### config.mk
export PLATFORM = sky130hd
export DESIGN_NAME = lif_scheduler
export DESIGN_NICKNAME = d
export VERILOG_FILES = /design/src/rtl/lif_pkg.sv /design/src/rtl/lif_update.sv /design/src/rtl/lif_scheduler.sv
export SDC_FILE = /design/constraint.sdc
export NUM_CORES = 1
export LEC_CHECK = 0
export BUFFER_PORTS_ARGS = -buffer_cell sky130_fd_sc_hd__clkbuf_2
export CORE_MARGIN = 2
export CORE_UTILIZATION = 40
export DETAILED_ROUTE_END_ITERATION = 8
export PLACE_DENSITY = 0.56
export SETUP_SLACK_MARGIN = 0.15
export SLEW_MARGIN = 20
export SYNTH_ARGS = -nofsm -noshare
export SYNTH_HDL_FRONTEND = slang
export SYNTH_HIERARCHICAL = 1
export SYNTH_SLANG_ARGS = --single-unit
### constraint.sdc
create_clock -name clk -period 6.1 [get_ports clk]
set_input_delay 0.305 -clock clk [delete_from_list [all_inputs] [get_ports clk]]
set_output_delay 0.305 -clock clk [all_outputs]
set_load 0.05 [all_outputs]
### src/rtl/lif_pkg.sv
// Shared definitions for the LIF neuron scheduler: default widths, FSM
// encoding and the saturating leak/integrate arithmetic.
// Optional build macro used by the block: LIF_SCHED_REFRACTORY_EN.
package lif_pkg;

    localparam int DEF_STATE_W   = 8;
    localparam int DEF_THRESHOLD = 230;

    typedef enum logic [1:0] {
        IDLE   = 2'd0,
        UPDATE = 2'd1,
        DONE   = 2'd2
    } lif_state_e;

    // Leak keeps 7/8 of v (v/2 + v/4 + v/8, each floored) and adds the input
    // current. Two guard bits hold the worst case, so the clamp never sees a
    // wrapped sum.
    function automatic logic [DEF_STATE_W-1:0] sat_leak_sum(
        input logic [DEF_STATE_W-1:0] v,
        input logic [DEF_STATE_W-1:0] c
    );
        logic [DEF_STATE_W+1:0] sum;
        sum = {2'b00, c}
            + {3'b000, v[DEF_STATE_W-1:1]}
            + {4'b0000, v[DEF_STATE_W-1:2]}
            + {5'b00000, v[DEF_STATE_W-1:3]};
        if (sum > {2'b00, {DEF_STATE_W{1'b1}}}) begin
            return {DEF_STATE_W{1'b1}};
        end else begin
            return sum[DEF_STATE_W-1:0];
        end
    endfunction

endpackage

### src/rtl/lif_update.sv
// Shared combinational LIF datapath: one neuron's next membrane value and
// spike decision. With LIF_SCHED_REFRACTORY_EN the neuron's refractory count
// is also consumed and its next value produced here.
module lif_update
    import lif_pkg::*;
#(
    parameter int STATE_W   = DEF_STATE_W,
    parameter int THRESHOLD = DEF_THRESHOLD,
    parameter int RC_W      = 2,
    parameter int REFRACT   = 2
) (
    input  logic [STATE_W-1:0] v_i,
    input  logic [STATE_W-1:0] c_i,
`ifdef LIF_SCHED_REFRACTORY_EN
    input  logic [RC_W-1:0]    rc_i,
    output logic [RC_W-1:0]    next_rc_o,
`endif
    output logic [STATE_W-1:0] next_v_o,
    output logic               spike_o
);

`ifdef LIF_SCHED_REFRACTORY_EN
    // Refractory neurons are clamped to zero and count down; otherwise fire or integrate.
    always_comb begin
        spike_o   = 1'b0;
        next_v_o  = {STATE_W{1'b0}};
        next_rc_o = {RC_W{1'b0}};
        if (rc_i != {RC_W{1'b0}}) begin
            next_rc_o = rc_i - RC_W'(1);
        end else if (v_i >= STATE_W'(THRESHOLD)) begin
            spike_o   = 1'b1;
            next_rc_o = RC_W'(REFRACT);
        end else begin
            next_v_o  = sat_leak_sum(v_i, c_i);
        end
    end
`else
    // Fire and reset at threshold (current ignored), otherwise leak and integrate.
    always_comb begin
        spike_o  = 1'b0;
        next_v_o = {STATE_W{1'b0}};
        if (v_i >= STATE_W'(THRESHOLD)) begin
            spike_o = 1'b1;
        end else begin
            next_v_o = sat_leak_sum(v_i, c_i);
        end
    end
`endif

endmodule

### src/rtl/lif_scheduler.sv
// Time-multiplexed LIF scheduler: on tick, latches all input currents and
// sweeps the neurons one per cycle through a single lif_update instance.
// rst_n is a synchronous, active-high reset (the name is historical).
// Optional build macro: LIF_SCHED_REFRACTORY_EN adds per-neuron refractory counters.
module lif_scheduler
    import lif_pkg::*;
#(
    parameter int N_NEURONS = 4,
    parameter int IDX_W     = 2,
    parameter int STATE_W   = DEF_STATE_W,
    parameter int THRESHOLD = DEF_THRESHOLD,
    parameter int REFRACT   = 2
) (
    input  logic                         clk,
    input  logic                         rst_n,
    input  logic                         tick,
    input  logic [N_NEURONS*STATE_W-1:0] current,
    output logic                         busy,
    output logic                         done,
    output logic [N_NEURONS-1:0]         spike_vec,
    output logic                         spike_valid,
    output logic [IDX_W-1:0]             spike_idx,
    output logic                         overrun,
    input  logic [IDX_W-1:0]             state_rd_idx,
    output logic [STATE_W-1:0]           state_rd
);

    localparam int RC_W = $clog2(REFRACT + 1);
    localparam logic [IDX_W-1:0] LAST_IDX = IDX_W'(N_NEURONS - 1);

    lif_state_e            state_q, state_d;
    logic [IDX_W-1:0]      idx_q, idx_d;
    logic [STATE_W-1:0]    mem_q [N_NEURONS];
    logic [STATE_W-1:0]    cur_q [N_NEURONS];
    logic [N_NEURONS-1:0]  spike_vec_q;
    logic                  spike_valid_q;
    logic [IDX_W-1:0]      spike_idx_q;
    logic                  overrun_q;
    logic                  busy_q;
    logic                  done_q;
    logic [STATE_W-1:0]    upd_next_v;
    logic                  upd_spike;

`ifdef LIF_SCHED_REFRACTORY_EN
    logic [RC_W-1:0]       rc_q [N_NEURONS];
    logic [RC_W-1:0]       upd_next_rc;
`endif

    lif_update #(
        .STATE_W   (STATE_W),
        .THRESHOLD (THRESHOLD),
        .RC_W      (RC_W),
        .REFRACT   (REFRACT)
    ) u_update (
        .v_i       (mem_q[idx_q]),
        .c_i       (cur_q[idx_q]),
`ifdef LIF_SCHED_REFRACTORY_EN
        .rc_i      (rc_q[idx_q]),
        .next_rc_o (upd_next_rc),
`endif
        .next_v_o  (upd_next_v),
        .spike_o   (upd_spike)
    );

    // FSM state and sweep index register.
    always_ff @(posedge clk) begin
        if (rst_n) begin
            state_q <= IDLE;
            idx_q   <= {IDX_W{1'b0}};
        end else begin
            state_q <= state_d;
            idx_q   <= idx_d;
        end
    end

    // Next-state logic: wait for tick, sweep every index once, one DONE cycle.
    always_comb begin
        state_d = state_q;
        idx_d   = idx_q;
        case (state_q)
            IDLE: begin
                if (tick) begin
                    state_d = UPDATE;
                    idx_d   = {IDX_W{1'b0}};
                end else begin
                    state_d = IDLE;
                end
            end
            UPDATE: begin
                if (idx_q == LAST_IDX) begin
                    state_d = DONE;
                end else begin
                    idx_d = idx_q + IDX_W'(1);
                end
            end
            DONE:    state_d = IDLE;
            default: state_d = IDLE;
        endcase
    end

    // Register file, current latches, spike reporting and status flags.
    always_ff @(posedge clk) begin
        if (rst_n) begin
            for (int i = 0; i < N_NEURONS; i++) begin
                mem_q[i] <= {STATE_W{1'b0}};
                cur_q[i] <= {STATE_W{1'b0}};
`ifdef LIF_SCHED_REFRACTORY_EN
                rc_q[i]  <= {RC_W{1'b0}};
`endif
            end
            spike_vec_q   <= {N_NEURONS{1'b0}};
            spike_valid_q <= 1'b0;
            spike_idx_q   <= {IDX_W{1'b0}};
            overrun_q     <= 1'b0;
            busy_q        <= 1'b0;
            done_q        <= 1'b0;
        end else begin
            spike_valid_q <= 1'b0;
            busy_q        <= (state_d != IDLE);
            done_q        <= (state_d == DONE);
            if (tick && (state_q == IDLE)) begin
                for (int i = 0; i < N_NEURONS; i++) begin
                    cur_q[i] <= current[i*STATE_W +: STATE_W];
                end
                spike_vec_q <= {N_NEURONS{1'b0}};
            end
            if (tick && (state_q != IDLE)) begin
                overrun_q <= 1'b1;
            end
            if (state_q == UPDATE) begin
                mem_q[idx_q] <= upd_next_v;
`ifdef LIF_SCHED_REFRACTORY_EN
                rc_q[idx_q]  <= upd_next_rc;
`endif
                if (upd_spike) begin
                    spike_vec_q[idx_q] <= 1'b1;
                    spike_valid_q      <= 1'b1;
                    spike_idx_q        <= idx_q;
                end
            end
        end
    end

    assign busy        = busy_q;
    assign done        = done_q;
    assign spike_vec   = spike_vec_q;
    assign spike_valid = spike_valid_q;
    assign spike_idx   = spike_idx_q;
    assign overrun     = overrun_q;
    assign state_rd    = mem_q[state_rd_idx];

endmodule

==> qor.csv, run 1 <==
stage,metric,value,unit
detailed_routing,drt_pre_antenna_iters,4,
placement,dp_cells,553,
timing,fmax,198,MHz
detailed_routing,routed-wl-met3,324,um
detailed_routing,drc,0,
setup_path,critPathMaxStageDelay,0.70,ns
detailed_routing,highest_layer,met4,
clock_network,htreeDepth,3,
cells_and_area,antenna_cells,0,
clock_network,cts-buffers-inserted,9,
timing,fin_crit_sh,83.0,%
grt,grt_max_degree,33,
yosys,yosysWarnings,6,
yosys,synth_area_per_cell,12.7,um2
grt,grt_pass1_vias,3106,
timing,rsz0062_at_grt,false,
floorplan,fp.dieH,113,um
setup_path,cp.required,6.30,ns
clock_network,cts_tree,done,
clock_network,cts_root_buf,clkbuf_16,
setup_path,cp_top_family,compound AO/OA/AOI/OAI gates,
placement,gp_congestion,0.827,
placement,port_buffers,54,
yosys,syn_area,0.00474,mm2
timing,fin_tns_setup,0,ns
power_and_ir_drop,p_leak,2.20,nW
timing,setup_slack,1.04,ns
placement,pre_cts_ws,1.04,ns
floorplan,die_w,113,um
clock_network,cts-resized-gates,0,
timing,setup_viol,0,
setup_path,critical_path_buf_inv_count,3,
floorplan,io_pins,55,
placement,dpl.hpwl,7.24,mm
grt,grt_overflow,0,
timing,skew,0.00720,ns
grt,gr-usage-all-layers,16.3,%
detailed_routing,met1_length,4.52,mm
floorplan,fp.coreArea,0.0115,mm2
setup_path,crit_path_max_fanout,8,
timing,slew_viol_final,0,
floorplan,dieArea,0.0127,mm2
yosys,syn_nets,440,
grt,grt_pass1_wl,15.9,mm
setup_path,path_cells,"buf_4, mux4_2, ha_1, inv_1, fa_1, nor2b_4, o31a_1, xnor2_1, fa_1, inv_1, ha_1, or2_2, o211ai_1, a21oi_1, nor4_1, a211oi_1, and2_1",
floorplan,start_util,41.2,%
run_status,status,"finished, final reports clean",
detailed_routing,drt-total-wl,9.79,mm
clock_network,postCtsSetupBuffers,0,
floorplan,rows,39,
min_path,min_path_type,input port to register,
cells_and_area,final_cells,570,
timing,final-hold-violation-count,0,
cells_and_area,fin_nets,489,
timing,max_slew_margin,47.6,%
setup_path,end_kind,register,
clock_network,clkSinkCount,80,
cells_and_area,post-route-util,47.3,%
cells_and_area,drive_gt1_share,27.4,%
setup_path,setup.worst_path.start_class,register,
detailed_routing,detail-route-antenna-nets,0,
grt,grt_antenna_before_repair,0,
detailed_routing,num_vias,3042,
cells_and_area,area_growth,15.0,%
detailed_routing,wl_met2,4.83,mm
timing,fin_crit,5.06,ns
setup_path,crit_type,register to register,
yosys,postSynthCellCount,373,
clock_network,cts_buffer_depth,2,
cells_and_area,n_fill_cell,1056,
power_and_ir_drop,power_density,434,mW/mm2
setup_path,cp.arrival,5.26,ns
detailed_routing,drt-initial-drc-count,162,
flow_run,maxCapViolations,0,
setup_path,slowest_stage,dfxtp_1,
clock_network,hold_buffers,0,
detailed_routing,wl_per_cell,17.2,um
timing,worst_slew_pin_slew,0.782,ns
clock_network,insertion_delay,0.33,ns
power_and_ir_drop,irDropWorstVdd,0.173,mV
clock_network,cts.clk_slew.worst_paths,0.06,ns
detailed_routing,vias_per_cell,5.34,
per-stage QoR:
step	hold WS, ns	power, mW	instance area [um2]
2_1_floorplan	0.467	1.53	4740
5_1_grt	0.249	2.53	5450
3_3_place_gp	0.438	1.76	5090
3_5_place_dp	0.464	1.78	5090
4_1_cts	0.236	2.38	5440
6_report	0.247	2.37	5450
layout make-up:
cell class / count / area [um2] / area share (%)
Inverter: 20 / 75.1 / 1.38
Clock buffer: 12 / 289 / 5.30
Timing Repair Buffer: 57 / 299 / 5.48
Sequential cell: 80 / 2240 / 41.1
Tap cell: 143 / 179 / 3.28
Clock inverter: 4 / 55.1 / 1.01
Multi-Input combinational cell: 254 / 2310 / 42.4
sequential cells by signal, summed over array words and instances (netlist names), named ones only:
register     flops
cur_q           32
mem_q           32
spike_vec        4
idx_q            2
spike_idx        2
state_q          2
busy             1
done             1
overrun          1
spike_valid      1
metal layers:
layer,up-vias,global-route usage [%]
met3,7,3.16
met4,0,5.12
met5,-,0
met2,54,25.9
met1,1492,22.7
li1,1489,-
final timing paths:
kind	startpoint	endpoint	slack, ns	cells after the start
setup / recovery	register	mem_q[3][2]	1.04	17
setup reg to reg	register	mem_q[3][2]	1.04	17
hold reg to reg	overrun	overrun	0.46	2
hold / removal	current[13]	cur_q[1][5]	0.25	2
where the power goes:
part | internal, mW | total (mW) | switching, mW | leakage (nW)
clock network | 0.380 | 0.592 | 0.213 | 0.166
registers | 0.656 | 0.679 | 0.0238 | 0.807
logic | 0.434 | 1.10 | 0.663 | 1.23
worst reg2reg max path: cells and delay by family, from the launching register on:
kind | cells | cell delay (ns)
mux | 1 | 0.53
flops | 1 | 0.70
compound gates | 4 | 1.31
simple gates | 4 | 0.52
buf+inv | 3 | 0.45
fa+ha+maj | 4 | 1.27
xor+xnor | 1 | 0.15
placed cells by master, fill, tap and decap left out, types with 2 or more instances in the layout:
cell	instances
nand2b_1	2
clkbuf_16	11
a31oi_1	2
nor3_1	7
o21ai_1	2
or2_2	4
nand2_1	5
a31o_2	2
nor2_1	13
mux4_2	23
o211ai_1	2
and2_1	69
dfxtp_1	16
ha_1	23
nor2b_1	3
clkbuf_8	2
mux2i_1	2
nand3_1	4
and3_1	5
nor4_1	12
fa_1	7
a211oi_2	3
o31ai_1	5
o21ai_0	5
a211oi_1	5
edfxtp_1	64
inv_1	19
clkbuf_2	54
xnor2_1	7
buf_4	2
a22o_1	4
a21oi_1	10
No activity file was read; power rests on OpenSTA's default activity.
==> run 2, diff against run 1 <==
==> constraint.sdc (replaced) <==
create_clock -name clk -period 4.8 [get_ports clk]
set_input_delay 0.24 -clock clk [delete_from_list [all_inputs] [get_ports clk]]
set_output_delay 0.24 -clock clk [all_outputs]
set_load 0.05 [all_outputs]
==> run 2 against run 1 <==
Compared with the run above:
- sequential share of layout area is 1.2 points lower
- power rose by 34%
- flip-flop and latch count is the same
- hold slack worse by 0.065 ns
- design area increased by 3.0%
- combinational power up 45%
- clock power up 19%
- routed wire length grew 3.8%
- highest routed layer unchanged
==> qor.csv, run 2 (synthesis gave the netlist of run 1 again) <==
stage,metric,value,unit,change
timing,worst_slew_pin_slew,0.908,ns,was 0.782 ns
setup_path,cp.required,4.89,ns,was 6.30 ns
timing,fin_crit_sh,93.5,%,was 83.0%
setup_path,crit_path_max_fanout,7,,was 8
cells_and_area,layout_common_cells,"and2_1 (68), edfxtp_1 (64), clkbuf_2 (54)",,"was and2_1 (69), edfxtp_1 (64), clkbuf_2 (54)"
setup_path,crit_type,register to register,,unchanged
flow_run,maxCapViolations,0,,unchanged
setup_path,end_kind,register,,unchanged
cells_and_area,fin_nets,502,,was 489
cells_and_area,final_area,0.00562,mm2,was 0.00545 mm2
timing,setup_slack,0.313,ns,was 1.04 ns
min_path,min_path_type,input port to register,,unchanged
clock_network,insertion_delay,0.33,ns,about the same
power_and_ir_drop,power.share.clock,22.2,%,was 25.0%
floorplan,start_util,41.2,%,unchanged
run_status,status,"finished, final reports clean",,unchanged
timing,slew_viol_final,0,,unchanged
placement,gp_congestion,0.811,,was 0.827
timing,fin_crit,4.49,ns,was 5.06 ns
timing,rsz0062_at_grt,false,,unchanged
setup_path,setup.worst_path.start_class,register,,unchanged
floorplan,dieArea,0.0127,mm2,unchanged
clock_network,htreeDepth,3,,unchanged
detailed_routing,drc,0,,unchanged
detailed_routing,drt_pre_antenna_iters,4,,unchanged
placement,pre_cts_ws,0.137,ns,was 1.04 ns
timing,holdWs,0.183,ns,was 0.247 ns
placement,port_buffers,54,,unchanged
clock_network,cts_root_buf,clkbuf_16,,unchanged
power_and_ir_drop,p_leak,2.27,nW,was 2.20 nW
grt,grt_max_degree,33,,unchanged
grt,gr-usage-all-layers,16.5,%,was 16.3%
placement,place_area,0.00514,mm2,was 0.00509 mm2
timing,fmax,223,MHz,was 198 MHz
detailed_routing,wl_per_cell,17.4,um,was 17.2 um
grt,grt_pass1_vias,3147,,was 3106
cells_and_area,area_growth,18.5,%,was 15.0%
timing,fin_tns_setup,0,ns,unchanged
setup_path,cp.arrival,4.57,ns,was 5.26 ns
cells_and_area,mostFrequentLayoutCell,and2_1,,unchanged
floorplan,rows,39,,unchanged
power_and_ir_drop,p_total,3.17,mW,was 2.37 mW
placement,dpl.hpwl,7.47,mm,was 7.24 mm
power_and_ir_drop,swShare,38.8,%,was 38.0%
clock_network,cts.clk_slew.worst_paths,0.06,ns,about the same
grt,grt_antenna_before_repair,0,,unchanged
floorplan,fp.coreArea,0.0115,mm2,unchanged
clock_network,clkSinkCount,80,,unchanged
floorplan,io_pins,55,,unchanged
power_and_ir_drop,power_frac_comb,50.6,%,was 46.3%
detailed_routing,drt-total-wl,10.2,mm,was 9.79 mm
grt,grt_overflow,0,,unchanged
grt,grt_pass1_wl,16.2,mm,was 15.9 mm
floorplan,die_w,113,um,unchanged
floorplan,fp.dieH,113,um,unchanged
detailed_routing,drt-initial-drc-count,143,,was 162
detailed_routing,detail-route-antenna-nets,0,,unchanged
clock_network,cts_buffer_depth,2,,unchanged
timing,setup_viol,0,,unchanged
clock_network,cts_tree,done,,unchanged
detailed_routing,vias_per_cell,5.36,,was 5.34
clock_network,cts-buffers-inserted,9,,unchanged
clock_network,hold_buffers,0,,unchanged
power_and_ir_drop,switchingPower,1.23,mW,was 0.899 mW
detailed_routing,num_vias,3127,,was 3042
cells_and_area,antenna_cells,0,,unchanged
timing,skew,0.00720,ns,about the same
timing,max_slew_margin,39.2,%,was 47.6%
power_and_ir_drop,power_density,565,mW/mm2,was 434 mW/mm2
cells_and_area,drive_gt1_share,32.0,%,was 27.4%
power_and_ir_drop,irDropWorstVdd,0.258,mV,was 0.173 mV
timing,final-hold-violation-count,0,,unchanged
power_and_ir_drop,seq_power_share,27.2,%,was 28.7%
power_and_ir_drop,p_int,1.94,mW,was 1.47 mW
==> run 2: cell count changes in the layout (fill, tap and decap cells not counted), sizes merged <==
cell,previous run,this run
clkinv,1,4
buf,2,15
inv,21,20
clkbuf,67,66
clkinvlp,1,0
==> run 2: cell type report <==
cell class / count / area, um2
Fill cell: 1039 / 5900
Multi-Input combinational cell: 254 / 2390
Sequential cell: 80 / 2240
Timing Repair Buffer: 70 / 408
Clock buffer: 11 / 264
Tap cell: 143 / 179
Inverter: 20 / 75.1
Clock inverter: 5 / 52.6
==> run 2: final timing paths <==
path          startpoint           to  slack [ns]  depth (start not counted)
max             register  mem_q[3][7]        0.31                         17
min          current[25]  cur_q[3][1]        0.18                          2
max reg2reg     register  mem_q[3][7]        0.31                         17
min reg2reg      overrun      overrun        0.45                          2
==> run 2: power by group through the flow <==
stage / sequential, mW / clock, mW / combinational (mW)
floorplan: 0.869 / 0 / 1.08
global placement: 0.875 / 0 / 1.45
detailed placement: 0.878 / 0 / 1.47
CTS: 0.863 / 0.722 / 1.49
global route: 0.871 / 0.751 / 1.76
finish: 0.862 / 0.706 / 1.60
==> run 2: routing by layer <==
metal / up-vias / track usage, % / wire length (um)
met3: 6 / 3.21 / 475
met4: 0 / 4.63 / 91
met1: 1545 / 22.8 / 4560
met5: - / 0 / 0
met2: 59 / 26.8 / 5040
li1: 1517 / - / -
==> run 2: worst max-delay path, cell delays in order (launching register included) <==
cell and delay (ns):
dfxtp_2 0.35, buf_6 0.14, mux4_2 0.53, ha_2 0.23, inv_1 0.08, fa_2 0.24
nor2b_4 0.05, o31a_1 0.26, xnor2_1 0.15, fa_1 0.48, inv_1 0.04, ha_1 0.24
or2_2 0.29, o211ai_1 0.30, a21oi_4 0.16, buf_4 0.17, o311a_1 0.38, and2_1 0.16
==> run 2: per-stage QoR <==
step	std cells	util [%]
after global placement	559	44.6
after global routing	583	48.8
after CTS	575	47.4
after floorplan	373	-
final	583	48.8
after detailed placement	559	44.6
==> run 2: what timing repair did <==
item                                    CTS  global route
setup buffers                             0             7
hold endpoints to repair                  0             0
gates resized for setup                   1            17
endpoints found under the setup margin    4            28
pin swaps                                 0             5
